## src/rtl/rst_seq_pkg.sv

```systemverilog
// Shared types for the reset sequencer.
//   state_e : sequencer FSM states
//   cw()    : width needed to hold the values 0..n inclusive
package rst_seq_pkg;

    typedef enum logic [1:0] {
        HOLD   = 2'd0,
        SEQ    = 2'd1,
        DONE   = 2'd2,
        SWHOLD = 2'd3
    } state_e;

    function automatic int cw(input int n);
        return (n < 1) ? 1 : $clog2(n + 1);
    endfunction

endpackage

```

## src/rtl/rst_sync_chain.sv

```systemverilog
// Reset synchroniser: asynchronous clear, shifts in a constant 1 each clk edge.
//   clk     in  clock
//   reset   in  asynchronous active-high reset
//   sync_ok out high once SYNC_STAGES edges have passed with reset low
module rst_sync_chain #(
    parameter int SYNC_STAGES = 2
) (
    input  logic clk,
    input  logic reset,
    output logic sync_ok
);

    logic [SYNC_STAGES-1:0] sync_q;

    // Only sync_q[0] can go metastable when reset releases near an edge.
    always_ff @(posedge clk or posedge reset) begin
        if (reset) sync_q <= '0;
        else       sync_q <= {sync_q[SYNC_STAGES-2:0], 1'b1};
    end

    assign sync_ok = sync_q[SYNC_STAGES-1];

endmodule

```

## src/rtl/rst_sequencer.sv

```systemverilog
// Staggered reset sequencer. Asserts all channels asynchronously on reset,
// releases them one by one (channel 0 first) RELEASE_GAP cycles apart after
// the synchroniser fills. A sampled sw_rst_req in SEQ/DONE re-asserts all
// channels, holds RELEASE_GAP edges, then re-runs the release sequence.
//   clk          in  clock
//   reset        in  asynchronous active-high reset
//   sw_rst_req   in  synchronous software reset request
//   rst_out      out per-channel active-high reset
//   all_released out every channel released
//   busy         out sequencer not in DONE
module rst_sequencer
    import rst_seq_pkg::*;
#(
    parameter int SYNC_STAGES = 2,
    parameter int NUM_CH      = 4,
    parameter int RELEASE_GAP = 16
) (
    input  logic              clk,
    input  logic              reset,
    input  logic              sw_rst_req,
    output logic [NUM_CH-1:0] rst_out,
    output logic              all_released,
    output logic              busy
);

    localparam int CW = cw(RELEASE_GAP);
    localparam int IW = cw(NUM_CH);

    logic              sync_ok;
    state_e            state_q, state_d;
    logic [CW-1:0]     cnt_q, cnt_d;
    logic [IW-1:0]     idx_q, idx_d;
    logic [NUM_CH-1:0] rst_q, rst_d;
    logic              all_rel_q, all_rel_d;
    logic              busy_q, busy_d;
    logic              step;

    rst_sync_chain #(.SYNC_STAGES(SYNC_STAGES)) u_sync (
        .clk     (clk),
        .reset   (reset),
        .sync_ok (sync_ok)
    );

    always_comb begin
        state_d = state_q;
        cnt_d   = cnt_q;
        idx_d   = idx_q;
        rst_d   = rst_q;
        step    = 1'b0;

        unique case (state_q)
            // The edge that first observes sync_ok already counts as gap
            // cycle 0, so channel i releases at SYNC_STAGES+(i+1)*RELEASE_GAP.
            // cnt/idx are still 0 here since HOLD is only entered by reset.
            HOLD: begin
                if (sync_ok) begin
                    state_d = SEQ;
                    step    = 1'b1;
                end
            end
            SEQ: begin
                if (sw_rst_req) begin
                    state_d = SWHOLD;
                    cnt_d   = '0;
                    rst_d   = '1;
                end else begin
                    step = 1'b1;
                end
            end
            DONE: begin
                if (sw_rst_req) begin
                    state_d = SWHOLD;
                    cnt_d   = '0;
                    rst_d   = '1;
                end
            end
            SWHOLD: begin
                if (cnt_q == CW'(RELEASE_GAP - 1)) begin
                    state_d = SEQ;
                    cnt_d   = '0;
                    idx_d   = '0;
                end else begin
                    cnt_d = cnt_q + 1'b1;
                end
            end
            default: state_d = HOLD;
        endcase

        if (step) begin
            if (cnt_q == CW'(RELEASE_GAP - 1)) begin
                for (int i = 0; i < NUM_CH; i++) begin
                    if (idx_q == IW'(i)) rst_d[i] = 1'b0;
                end
                cnt_d = '0;
                idx_d = idx_q + 1'b1;
                if (idx_q == IW'(NUM_CH - 1)) state_d = DONE;
            end else begin
                cnt_d = cnt_q + 1'b1;
            end
        end

        // rst_out is all zero exactly in DONE, so flags follow the next state.
        all_rel_d = (state_d == DONE);
        busy_d    = (state_d != DONE);
    end

    always_ff @(posedge clk or posedge reset) begin
        if (reset) begin
            state_q   <= HOLD;
            cnt_q     <= '0;
            idx_q     <= '0;
            rst_q     <= '1;
            all_rel_q <= 1'b0;
            busy_q    <= 1'b1;
        end else begin
            state_q   <= state_d;
            cnt_q     <= cnt_d;
            idx_q     <= idx_d;
            rst_q     <= rst_d;
            all_rel_q <= all_rel_d;
            busy_q    <= busy_d;
        end
    end

    assign rst_out      = rst_q;
    assign all_released = all_rel_q;
    assign busy         = busy_q;

endmodule

```

## config.mk

```make
export PLATFORM = sky130hd
export DESIGN_NAME = rst_sequencer
export DESIGN_NICKNAME = d
export VERILOG_FILES = /design/src/rtl/rst_seq_pkg.sv /design/src/rtl/rst_sync_chain.sv /design/src/rtl/rst_sequencer.sv
export SDC_FILE = /design/constraint.sdc
export NUM_CORES = 1
export LEC_CHECK = 0
export CAP_MARGIN = 10
export CORE_MARGIN = 3
export CORE_UTILIZATION = 50
export CTS_BUF_LIST = sky130_fd_sc_hd__clkbuf_4 sky130_fd_sc_hd__clkbuf_8
export DETAILED_ROUTE_END_ITERATION = 16
export PLACE_DENSITY = 0.8
export REMOVE_ABC_BUFFERS = 1
export SLEW_MARGIN = 20
export SYNTH_ARGS = -nofsm -noshare
export SYNTH_HDL_FRONTEND = slang
export SYNTH_SLANG_ARGS = --single-unit
```

## constraint.sdc

```tcl
create_clock -name clk -period 5.7 [get_ports clk]
set_input_delay 1.425 -clock clk [delete_from_list [all_inputs] [get_ports clk]]
set_output_delay 1.425 -clock clk [all_outputs]
set_load 0.02 [all_outputs]
```

==> results_dict.tcl <==
set metrics [dict create \
    drive_gt1_frac 0.146 \
    fmax_ghz 0.350 \
    cpPeakStageDelay_ns 0.60 \
    synth_compound_area_frac 0.199 \
    yosys.cell_types.count 33 \
    slew_headroom 0.565 \
    tns_ns 0 \
    boundaryPins 9 \
    ys_top_cells_by_count "dfrtp_1, ha_1, inv_1, o21ai_0" \
    viasPerCell 5.40 \
    fin_nets 110 \
    critical-path-top-delay-family "buffers and inverters" \
    p_per_area_mw_per_mm2 401 \
    critPathMaxFanout 2 \
    cp.depth 1 \
    synth.top_cell.area_share 0.338 \
    rrSetupSlack_ns 3.69 \
    synth_cells 85 \
    start_kind "flip-flop" \
    tightest_slew_ns 0.652 \
    drv_cap 0 \
    ys_async_sr_fraction 1.00 \
    wl_per_cell_um 13.9 \
    finalCritPeriodShare 0.501 \
    ctsHoldBuffers 0 \
    grt_pass1_wl_um 2940 \
    skew_ns 0.00712 \
    min_path_cells 0 \
    synth_xor_area_frac 0 \
    synthTopCellsByArea "dfrtp_1, dfstp_2, ha_1, o21ai_0, o21a_1" \
    first_pass_iters 4 \
    synth_top_family_by_area "compound AO/OA/AOI/OAI gates" \
    layout_min_cycle_time_ns 2.86 \
    cp_cell_sequence "clkdlybuf4s50_1" \
    ir_drop_mv 0.177 \
    synthFlopType "dfrtp_1" \
    design.core.area_mm2 0.00176 \
    clk_pin_slew_ns 0.10 \
    cts_sinks 18 \
    crit_arrival_ns 1.43 \
    dieArea_mm2 0.00249 \
    antenna_left 0 \
    drc_errors 0 \
    cp-end-kind "output port" \
    cts_max_path_buffers 2 \
    grt_pass1_vias 681 \
    start_util 0.546 \
    die_h_um 49.9 \
    path_class "reg2out" \
    synthToLayoutAreaGrowth_pct 14.2 \
    ys_ff_latch 18 \
    synth_largest_area_cell "dfrtp_1" \
    synth_edf_count 0 \
    status "completed" \
    antenna_found_initial 0 \
    hpwl_um 1280 \
    root_buffer "clkbuf_4" \
    htree_levels 1 \
    rows 15 \
    portBuffers 8 \
    insertion_delay_ns 0.29 \
    vias 654 \
    postLayoutCellArea_mm2 0.00110 \
    crit_buf_inv 1 \
    avgSynthCellArea_um2 11.3 \
    n_antenna_cell 0 \
    required_ns 4.28 \
    cts_setup_buffers 0 \
    synth-adder-area-share 0.130 \
    grt-ovfl-total 0 \
    cts_tree "done" \
    first_iter_violations 6 \
    yosysMostFrequentCell "dfrtp_1" \
    r2r_cells 6 \
    slowest_stage "clkdlybuf4s50_1" \
    globalplace.congestion 0.787 \
    hold_path.class "reg2reg" \
    ys_seq_area_frac 0.474 \
    synth_mux_area_frac 0 \
    setup_violations 0 \
    leakage_uw 0.000497 \
    synth_warnings 0 \
    finalMaxSlewViolations 0 \
    grt_start_max_net_pins 19 \
    cts_resized 0 \
    routed_wirelength_um 1680 \
    rsz0062_at_grt "no" \
    grtUsageTotal 0.152 \
    numCtsBuffers 3 \
    yosys.area_share.simple 0.155 \
    hold_viol 0 \
    post_dp_cell_area_mm2 0.00106 \
    synth_area_um2 963 \
    die_x_um 49.9 \
]
## area by class of cell
cell class | count | area, µm²
Sequential cell | 18 | 457
Tap cell | 25 | 31.3
Clock buffer | 4 | 36.3
Inverter | 7 | 26.3
Multi-Input combinational cell | 59 | 469
Fill cell | 157 | 664
Timing Repair Buffer | 8 | 80.1
## cell usage in the layout (no fill, tap or decap), types with 2 or more instances in the layout
master | Yosys | final
dfrtp_1 | 13 | 13
ha_1 | 10 | 10
clkdlybuf4s50_1 | 0 | 8
inv_1 | 7 | 7
o21ai_0 | 6 | 6
nand2_1 | 5 | 5
dfstp_2 | 5 | 5
nor3_1 | 4 | 4
o21a_1 | 4 | 4
and2_1 | 3 | 3
a2bb2oi_1 | 3 | 3
clkbuf_4 | 0 | 3
nor2_1 | 2 | 2
nor4_1 | 2 | 2
## cells by family after synthesis
logic type               after synthesis
buffers and inverters                  8
other                                  1
AO/OA/AOI/OAI                         23
adder cells (fa/ha/maj)               10
AND/OR/NAND/NOR                       25
flip-flops                            18
## power by group
part           switching (µW)  internal (µW)  leakage [µW]  total (µW)
combinational             113           85.1      0.000253         198
sequential               18.2            149      0.000223         167
clock                    37.5           38.9     0.0000210        76.4
total                     168            273      0.000497         441
## worst paths after layout
kind                                     to        startpoint
setup / recovery                 rst_out[2]        rst_out[2]
hold / removal             u_sync.sync_q[1]  u_sync.sync_q[0]
setup reg to reg                   cnt_q[3]        state_q[1]
hold reg to reg            u_sync.sync_q[1]  u_sync.sync_q[0]
max in group asynchronous      all_released             reset
min in group asynchronous          cnt_q[3]             reset
## flip-flops by register name, summed over array words and instances, names as in the netlist
signal and count:
all_released 1, busy 1, cnt_q 5, idx_q 3, rst_out 4, state_q 2, u_sync.sync_q 2
## per-layer routing
metal	wire (µm)	GRT usage	part of all wire	up-vias
met5	0	0	0	-
met4	13	0.0553	0.0077	0
met3	32	0.0211	0.019	2
met2	829	0.260	0.49	5
met1	808	0.194	0.48	326
li1	-	-	-	321
## metrics by stage
| step | utilization | total power (µW) | setup WS, ns | std cells | hold slack [ns] |
|---|---|---|---|---|---|
| finish | 0.623 | 441 | 2.84 | 121 | 0.360 |
| global route | 0.623 | 469 | 2.80 | 121 | 0.393 |
| CTS | 0.623 | 441 | 2.83 | 121 | 0.358 |
| detailed placement | 0.603 | 365 | 2.61 | 117 | 0.336 |
| global placement | 0.603 | 355 | 2.69 | 117 | 0.333 |
| floorplan | - | 322 | 3.30 | 84 | 0.331 |
Note: power is estimated with default switching activity, not from simulation.
